==> src/rtl/ad9361_ensm_ctrl.sv <==
// AD9361 ENSM pin sequencer: arbitrates RX/TX level requests into enable/txnrx
// with txnrx setup, minimum on-time and off-guard, in level or pulse mode.
module ad9361_ensm_ctrl #(
  parameter bit TX_PRIORITY   = 1'b1,
  parameter int SETUP_CYCLES  = 4,
  parameter int MIN_ON_CYCLES = 16,
  parameter int GUARD_CYCLES  = 8,
  parameter int PULSE_WIDTH   = 2,
  parameter int CNT_WIDTH     = 16
) (
  input  logic       clk,
  input  logic       resetn,
  input  logic       rx_req,
  input  logic       tx_req,
  input  logic       pulse_mode,
  output logic       enable,
  output logic       txnrx,
  output logic       rx_active,
  output logic       tx_active,
  output logic       busy,
  output logic [1:0] state
);

  typedef enum logic [1:0] {
    ST_ALERT = 2'd0,
    ST_SETUP = 2'd1,
    ST_ON    = 2'd2,
    ST_GUARD = 2'd3
  } state_t;

  localparam int SU_E  = (SETUP_CYCLES  < 1) ? 1 : SETUP_CYCLES;
  localparam int MIN_E = (MIN_ON_CYCLES < 1) ? 1 : MIN_ON_CYCLES;
  localparam int GD_E  = (GUARD_CYCLES  < 1) ? 1 : GUARD_CYCLES;
  localparam int PW_E  = (PULSE_WIDTH   < 1) ? 1 : PULSE_WIDTH;
  // In pulse mode ON and GUARD last at least one full pulse so pulses never merge.
  localparam int ON_P  = (MIN_E > PW_E) ? MIN_E : PW_E;
  localparam int GD_P  = (GD_E  > PW_E) ? GD_E  : PW_E;

  localparam logic [CNT_WIDTH-1:0] SU_LAST   = CNT_WIDTH'(SU_E - 1);
  localparam logic [CNT_WIDTH-1:0] ON_LAST_L = CNT_WIDTH'(MIN_E - 1);
  localparam logic [CNT_WIDTH-1:0] ON_LAST_P = CNT_WIDTH'(ON_P - 1);
  localparam logic [CNT_WIDTH-1:0] GD_LAST_L = CNT_WIDTH'(GD_E - 1);
  localparam logic [CNT_WIDTH-1:0] GD_LAST_P = CNT_WIDTH'(GD_P - 1);
  localparam logic [CNT_WIDTH-1:0] PW_C      = CNT_WIDTH'(PW_E);

  state_t               r_state;
  logic [CNT_WIDTH-1:0] r_cnt;
  logic                 r_txnrx, r_mode, r_enable, r_rx_act, r_tx_act, r_busy;

  state_t               w_nxt_state;
  logic [CNT_WIDTH-1:0] w_nxt_cnt, w_cnt_inc;
  logic                 w_nxt_txnrx, w_nxt_mode, w_nxt_enable;
  logic                 w_nxt_rx_act, w_nxt_tx_act, w_nxt_busy;
  logic                 w_grant_dir, w_dir_req;

  assign w_cnt_inc   = (&r_cnt) ? r_cnt : r_cnt + 1'b1;
  assign w_grant_dir = (rx_req && tx_req) ? TX_PRIORITY : tx_req;
  assign w_dir_req   = r_txnrx ? tx_req : rx_req;

  always_ff @(posedge clk or negedge resetn) begin
    if (!resetn) begin
      r_state  <= ST_ALERT;
      r_cnt    <= '0;
      r_txnrx  <= 1'b0;
      r_mode   <= 1'b0;
      r_enable <= 1'b0;
      r_rx_act <= 1'b0;
      r_tx_act <= 1'b0;
      r_busy   <= 1'b0;
    end else begin
      r_state  <= w_nxt_state;
      r_cnt    <= w_nxt_cnt;
      r_txnrx  <= w_nxt_txnrx;
      r_mode   <= w_nxt_mode;
      r_enable <= w_nxt_enable;
      r_rx_act <= w_nxt_rx_act;
      r_tx_act <= w_nxt_tx_act;
      r_busy   <= w_nxt_busy;
    end
  end

  always_comb begin
    w_nxt_state = r_state;
    w_nxt_cnt   = w_cnt_inc;
    w_nxt_txnrx = r_txnrx;
    w_nxt_mode  = r_mode;
    case (r_state)
      ST_ALERT: begin
        w_nxt_cnt = '0;
        if (rx_req || tx_req) begin
          w_nxt_state = ST_SETUP;
          w_nxt_txnrx = w_grant_dir;
          w_nxt_mode  = pulse_mode;
        end
      end
      ST_SETUP: begin
        // A dropped request aborts before enable is ever touched.
        if (!w_dir_req) begin
          w_nxt_state = ST_ALERT;
          w_nxt_cnt   = '0;
        end else if (r_cnt >= SU_LAST) begin
          w_nxt_state = ST_ON;
          w_nxt_cnt   = '0;
        end
      end
      ST_ON: begin
        if (!w_dir_req && (r_cnt >= (r_mode ? ON_LAST_P : ON_LAST_L))) begin
          w_nxt_state = ST_GUARD;
          w_nxt_cnt   = '0;
        end
      end
      ST_GUARD: begin
        if (r_cnt >= (r_mode ? GD_LAST_P : GD_LAST_L)) begin
          w_nxt_state = ST_ALERT;
          w_nxt_cnt   = '0;
        end
      end
      default: begin
        w_nxt_state = ST_ALERT;
        w_nxt_cnt   = '0;
      end
    endcase
  end

  // Outputs are decoded from the next state so they register on the same edge.
  always_comb begin
    w_nxt_enable = 1'b0;
    if (w_nxt_state == ST_ON)
      w_nxt_enable = !w_nxt_mode || (w_nxt_cnt < PW_C);
    else if (w_nxt_state == ST_GUARD)
      w_nxt_enable = w_nxt_mode && (w_nxt_cnt < PW_C);
    w_nxt_rx_act = (w_nxt_state == ST_ON) && !w_nxt_txnrx;
    w_nxt_tx_act = (w_nxt_state == ST_ON) &&  w_nxt_txnrx;
    w_nxt_busy   = (w_nxt_state != ST_ALERT);
  end

  assign enable    = r_enable;
  assign txnrx     = r_txnrx;
  assign rx_active = r_rx_act;
  assign tx_active = r_tx_act;
  assign busy      = r_busy;
  assign state     = r_state;

endmodule

==> config.mk <==
export PLATFORM = sky130hd
export DESIGN_NAME = ad9361_ensm_ctrl
export DESIGN_NICKNAME = d
export VERILOG_FILES = /design/src/rtl/ad9361_ensm_ctrl.sv
export SDC_FILE = /design/constraint.sdc
export NUM_CORES = 1
export LEC_CHECK = 0
export ABC_AREA = 0
export CAP_MARGIN = 30
export CORE_ASPECT_RATIO = 1.4
export CORE_MARGIN = 2
export CORE_UTILIZATION = 58
export DETAILED_ROUTE_END_ITERATION = 12
export GPL_TIMING_DRIVEN = 1
export PLACE_DENSITY = 0.9
export SLEW_MARGIN = 10
export SYNTH_ARGS = -nofsm -noshare
export SYNTH_HDL_FRONTEND = slang
export SYNTH_SLANG_ARGS = --single-unit
==> constraint.sdc <==
create_clock -name clk -period 2.55 [get_ports clk]
set_clock_uncertainty 0.05 [all_clocks]
set_input_delay 0.6375 -clock clk [delete_from_list [all_inputs] [get_ports clk]]
set_output_delay 0.6375 -clock clk [all_outputs]
set_load 0.005 [all_outputs]
# --- After elaboration in Yosys (flattened, before gate mapping) ---
# Cells that the tools add are included.
classes:
  n_addsub: 1
  multipliers: 0
  div: 0
  magnitude_cmp: 4
  n_eq_ne: 5
  shifts: 0
  mux: 20
  bitwise: 0
  n_reduce_logical: 13
op_table:
  columns: ["cell", "count"]
  rows:
  - ["$mux W16", 5]
  - ["$pmux W16 S4", 1]
  - ["$add A16 B1 Y16 const B", 1]
  - ["$ge A16 B2 Y1 const B", 1]
  - ["$ge A16 B3 Y1 const B", 1]
  - ["$ge A16 B4 Y1 const B", 1]
  - ["$lt A16 B2 Y1 const B", 1]
  - ["$reduce_and A16 Y1", 1]
  - ["$mux W2", 5]
  - ["$eq A2 B2 Y1 const B", 4]
  - ["$mux W1", 8]
  - ["$pmux W2 S4", 1]
  - ["$logic_and A1 B1 Y1", 5]
  - ["$logic_not A1 Y1", 3]
  - ["$eq A2 B1 Y1 const B", 1]
  - ["$logic_not A2 Y1", 1]
  - ["$logic_or A1 B1 Y1", 2]
  - ["$reduce_bool A2 Y1", 1]
word_totals:
  reg_bits: 24
  latch_bits: 0
  ram_bits: 0
  mem_bits_ro: 0
  input_bits: 5
  word_cells: 51
  n_memories: 0

# --- Depth between registers and ports, before layout ---
logic_depth:
  depth_word: 9
  ltp_mapped: 8
  mapped_depth_nobuf: 7

# --- Least setup slack after synthesis ---
# Ideal clock, no wire load.
synth_path:
  path_kind: "register -> register"
  from: "register r_cnt[0]"
  to: "register r_enable, in the netlist enable"
  setup_ns: 0.067
  t_arrival_ns: 1.810
  t_required_ns: 2.433
  path_slack_ns: 0.624
  stages_incl_launch_ff: 9
  path_cell_list: "dfrtp_1 > ha_1 > and3_1 > buf_6 > a31o_1 > o31ai_1 > o2111ai_1 > nor4_1 > o311a_1"
synth_between:
  elab_chain_cells: 9
  elab_cells_between_ends: 24
synth_lines:
  columns: ["item", "line", "source"]
  rows:
  - ["start, declared", "47", "logic [CNT_WIDTH-1:0] r_cnt;"]
  - ["start signal, assigned", "72", "r_cnt <= w_nxt_cnt;"]
  - ["$add A16 B1 Y16 or $reduce_and A16 Y1 (tied branches)", "56", "assign w_cnt_inc = (&r_cnt) ? r_cnt : r_cnt + 1'b1;"]
  - ["$mux W16", "56", null]
  - ["$mux W16", "101", "end else if (r_cnt >= SU_LAST) begin"]
  - ["$mux W16", "98", "if (!w_dir_req) begin"]
  - ["$pmux W16 S4", "87", "case (r_state)"]
  - ["$lt A16 B2 Y1", "129, 131", null]
  - ["$logic_and A1 B1 Y1", "131", "w_nxt_enable = w_nxt_mode && (w_nxt_cnt < PW_C);"]
  - ["$mux W1", "130", "else if (w_nxt_state == ST_GUARD)"]
  - ["$mux W1 (*)", "128", "if (w_nxt_state == ST_ON)"]
  - ["net w_nxt_enable", "52", "logic w_nxt_txnrx, w_nxt_mode, w_nxt_enable;"]
  - ["end signal, assigned", "75", "r_enable <= w_nxt_enable;"]
  - ["end, declared", "48", "logic r_txnrx, r_mode, r_enable, r_rx_act, r_tx_act, r_busy;"]
# The timed path passes the listed nets; every way through them passes the cells marked *.

# --- Worst setup path after layout ---
# Ends and elaborated chain as after synthesis.

==> results_dict.tcl <==
set metrics [dict create \
    cap_viol_max_count 0 \
    syn-num-nets 180 \
    synthCells 173 \
    worstHoldPathType "reg -> reg" \
    synth_area_per_cell_sq_um 9.14 \
    finalHoldViolCount 0 \
    reg2reg_depth 8 \
    grt_first_pass_wirelength_mm 5.64 \
    fin_crit_sh 0.879 \
    antenna_left 0 \
    cp_cell_sequence "ha_1 -> nand3_2 -> nor4_4 -> buf_4 -> o21ai_1 -> nand2_1 -> nor4_1 -> o311a_1" \
    crit_path_max_incr_delay_ns 0.47 \
    clock-root-buffer "clkbuf_4" \
    num_rows 22 \
    synth-seq-cells 24 \
    rsz0062_at_grt "no" \
    r2r_slack_ns 0.31 \
    cts_hold_buf 0 \
    first_pass_iters 5 \
    design.core.area_sq_mm 0.00262 \
    fin_setup_tns_ns 0 \
    die_w_um 48.1 \
    grt_max_degree 25 \
    met2_length_mm 1.60 \
    gp_congestion 0.892 \
    max_freq_ghz 0.446 \
    multi_input_area_sq_um 891 \
    cts_max_level 1 \
    postCtsSetupRepairBufs 0 \
    drive_above_1_share 0.137 \
    setup_viol 0 \
    die-area_sq_mm 0.00317 \
    antenna_found_initial 0 \
    async_flop_share 1.00 \
    tritoncts "done" \
    regArea_sq_um 601 \
    required_ns 2.71 \
    hold_slack_ns 0.477 \
    worst_slew_pin_slew_ns 0.577 \
    nNetsFinal 190 \
    ir_drop_mv 0.458 \
    slew_violations 0 \
    worst_skew_pair.late_latency_ns 0.31 \
    worstPathArrival_ns 2.40 \
    timing.rr.end "enable" \
    cpLargestDelayFamily "simple AND/OR/NAND/NOR gates" \
    power_density_mw_per_mm2 735 \
    route.met3.wl_um 191 \
    dp_slack_ns 0.130 \
    critPathMaxFanout 8 \
    area_growth_pct 9.73 \
    syn_area_sq_mm 0.00158 \
    num-fill-cells 205 \
    initial_utilization 0.605 \
    route.top_layer_used "met4" \
    vias 1367 \
    wl_mm 3.29 \
    final_util 0.664 \
    reg2reg_from "r_cnt[0]" \
    cts.reportedPaths.clkPinSlew_ns 0.13 \
    worst-path-stages 8 \
    antenna_cells 0 \
    total_power_w 0.00128 \
    path_buf_inv 1 \
    grt_usage 0.245 \
    path_class "reg -> reg" \
    grt_pass1_vias 1227 \
    maxSlewHeadroom 0.612 \
    finalCriticalPeriod_ns 2.24 \
    ys_warn_count 0 \
    cts.path.max_buffers 2 \
    yosys_most_used_dff "dfrtp_1" \
    cts_made_buffers 3 \
    die_h_um 65.8 \
    ys_types 51 \
    drc_errors 0 \
    cts_resized 0 \
    outcome "completed" \
    leakagePower_nw 0.723 \
    start_kind "flop" \
    via_per_inst 6.27 \
    wl_met1_mm 1.32 \
    place_hpwl_mm 2.52 \
    grt_remaining_overflow 0 \
    port_buffers 11 \
    end_kind "flop" \
    drt-initial-drc-count 79 \
    critPathCapture "enable" \
    ys_seq_area_frac 0.380 \
    setup_ws_ns 0.309 \
    wl_per_cell_um 15.1 \
    ios 12 \
    crit_path_start "r_cnt[0]" \
    synth_edf_count 0 \
    slowest_stage "dfrtp_1" \
    clkSinkCount 24 \
]
## metal layers
| layer | global-route usage | vias to the layer above |
|---|---|---|
| met4 | 0.132 | 0 |
| met3 | 0.0328 | 25 |
| met5 | 0 | - |
| met1 | 0.316 | 623 |
| met2 | 0.382 | 70 |
| li1 | - | 649 |
## where the power goes
part	switching (W)	internal [W]	leakage, nW
Clock	0.000111	0.0000873	0.0210
Sequential	0.0000693	0.000456	0.318
Combinational	0.000290	0.000263	0.384
Total	0.000470	0.000806	0.723
## Yosys cell counts (2+ instances only)
cell       n  area (sq um)
ha_1       2          25.0
nor3_1     5          25.0
nand3_1    6          30.0
nor4_2     3          37.5
buf_6      2          22.5
nor2_1    33           124
buf_2      5          25.0
nand4_4    2          42.5
dfrtp_1   24           601
o21ai_2    2          17.5
o211ai_1   3          22.5
nand2_1    8          30.0
o21a_1     3          22.5
o21ai_0    5          25.0
a211oi_1   2          15.0
and4_1     3          26.3
and3_1     2          12.5
nand4_1    4          25.0
a31oi_1    4          25.0
or2_2      3          18.8
a21oi_1    3          15.0
a21o_1     2          15.0
inv_1      6          22.5
xnor2_1    8          70.1
buf_4      2          15.0
nor4_1     2          12.5
mux2i_1    3          30.0
nor2b_1    2          12.5
o31ai_1    2          15.0
## sequential cells by signal, indices dropped and copies added (netlist names)
signal     flops
state          2
r_cnt         16
r_mode         1
txnrx          1
tx_active      1
busy           1
enable         1
rx_active      1
## worst reg2reg max path, stage by stage, from the launching register on
cell	delay [ns]
dfrtp_1	0.47
ha_1	0.26
nand3_2	0.22
nor4_4	0.42
buf_4	0.21
o21ai_1	0.10
nand2_1	0.08
nor4_1	0.05
o311a_1	0.29
## cell families after synthesis
| logic type | Yosys count | share of synthesized area |
|---|---|---|
| buf+inv | 16 | 0.0570 |
| flops | 24 | 0.380 |
| simple gates | 81 | 0.302 |
| mux | 4 | 0.0261 |
| fa+ha+maj | 2 | 0.0158 |
| compound gates | 37 | 0.169 |
| xor+xnor | 9 | 0.0498 |
## cells in the final DEF (no fill, tap or decap), types with 3 or more instances in the layout
master | synthesis | routed
o21ai_0 | 5 | 5
nand3_1 | 6 | 6
nor4_2 | 3 | 3
and4_1 | 3 | 3
nor3_1 | 5 | 5
clkbuf_4 | 0 | 3
or2_2 | 3 | 3
o21a_1 | 3 | 3
xnor2_1 | 8 | 8
buf_4 | 2 | 4
a21oi_1 | 3 | 3
inv_1 | 6 | 6
dfrtp_1 | 24 | 24
o211ai_1 | 3 | 3
nand4_1 | 4 | 4
a31oi_1 | 4 | 4
nor2_1 | 33 | 33
mux2i_1 | 3 | 3
clkdlybuf4s50_1 | 0 | 11
nand2_1 | 8 | 8
## worst min path at each step
stage                   to    from  depth (start not counted)
floorplan             busy  resetn                          0
global placement    r_mode  r_mode                          2
detailed placement  r_mode  r_mode                          2
CTS                 r_mode  r_mode                          2
global route        r_mode  r_mode                          2
finish              r_mode  r_mode                          2
## per-stage QoR
step	cells	area (sq um)
floorplan	173	1580
global placement	214	1700
detailed placement	214	1700
CTS	218	1740
global route	218	1740
finish	218	1740
## area by class of cell
type                       count  share of cell area
timing repair buffer          15              0.0807
multi-input combinational    133               0.513
sequential                    24               0.346
tap                           36              0.0260
clock buffer                   4              0.0209
inverter                       6              0.0130
Note: power is estimated with default switching activity, not from simulation.
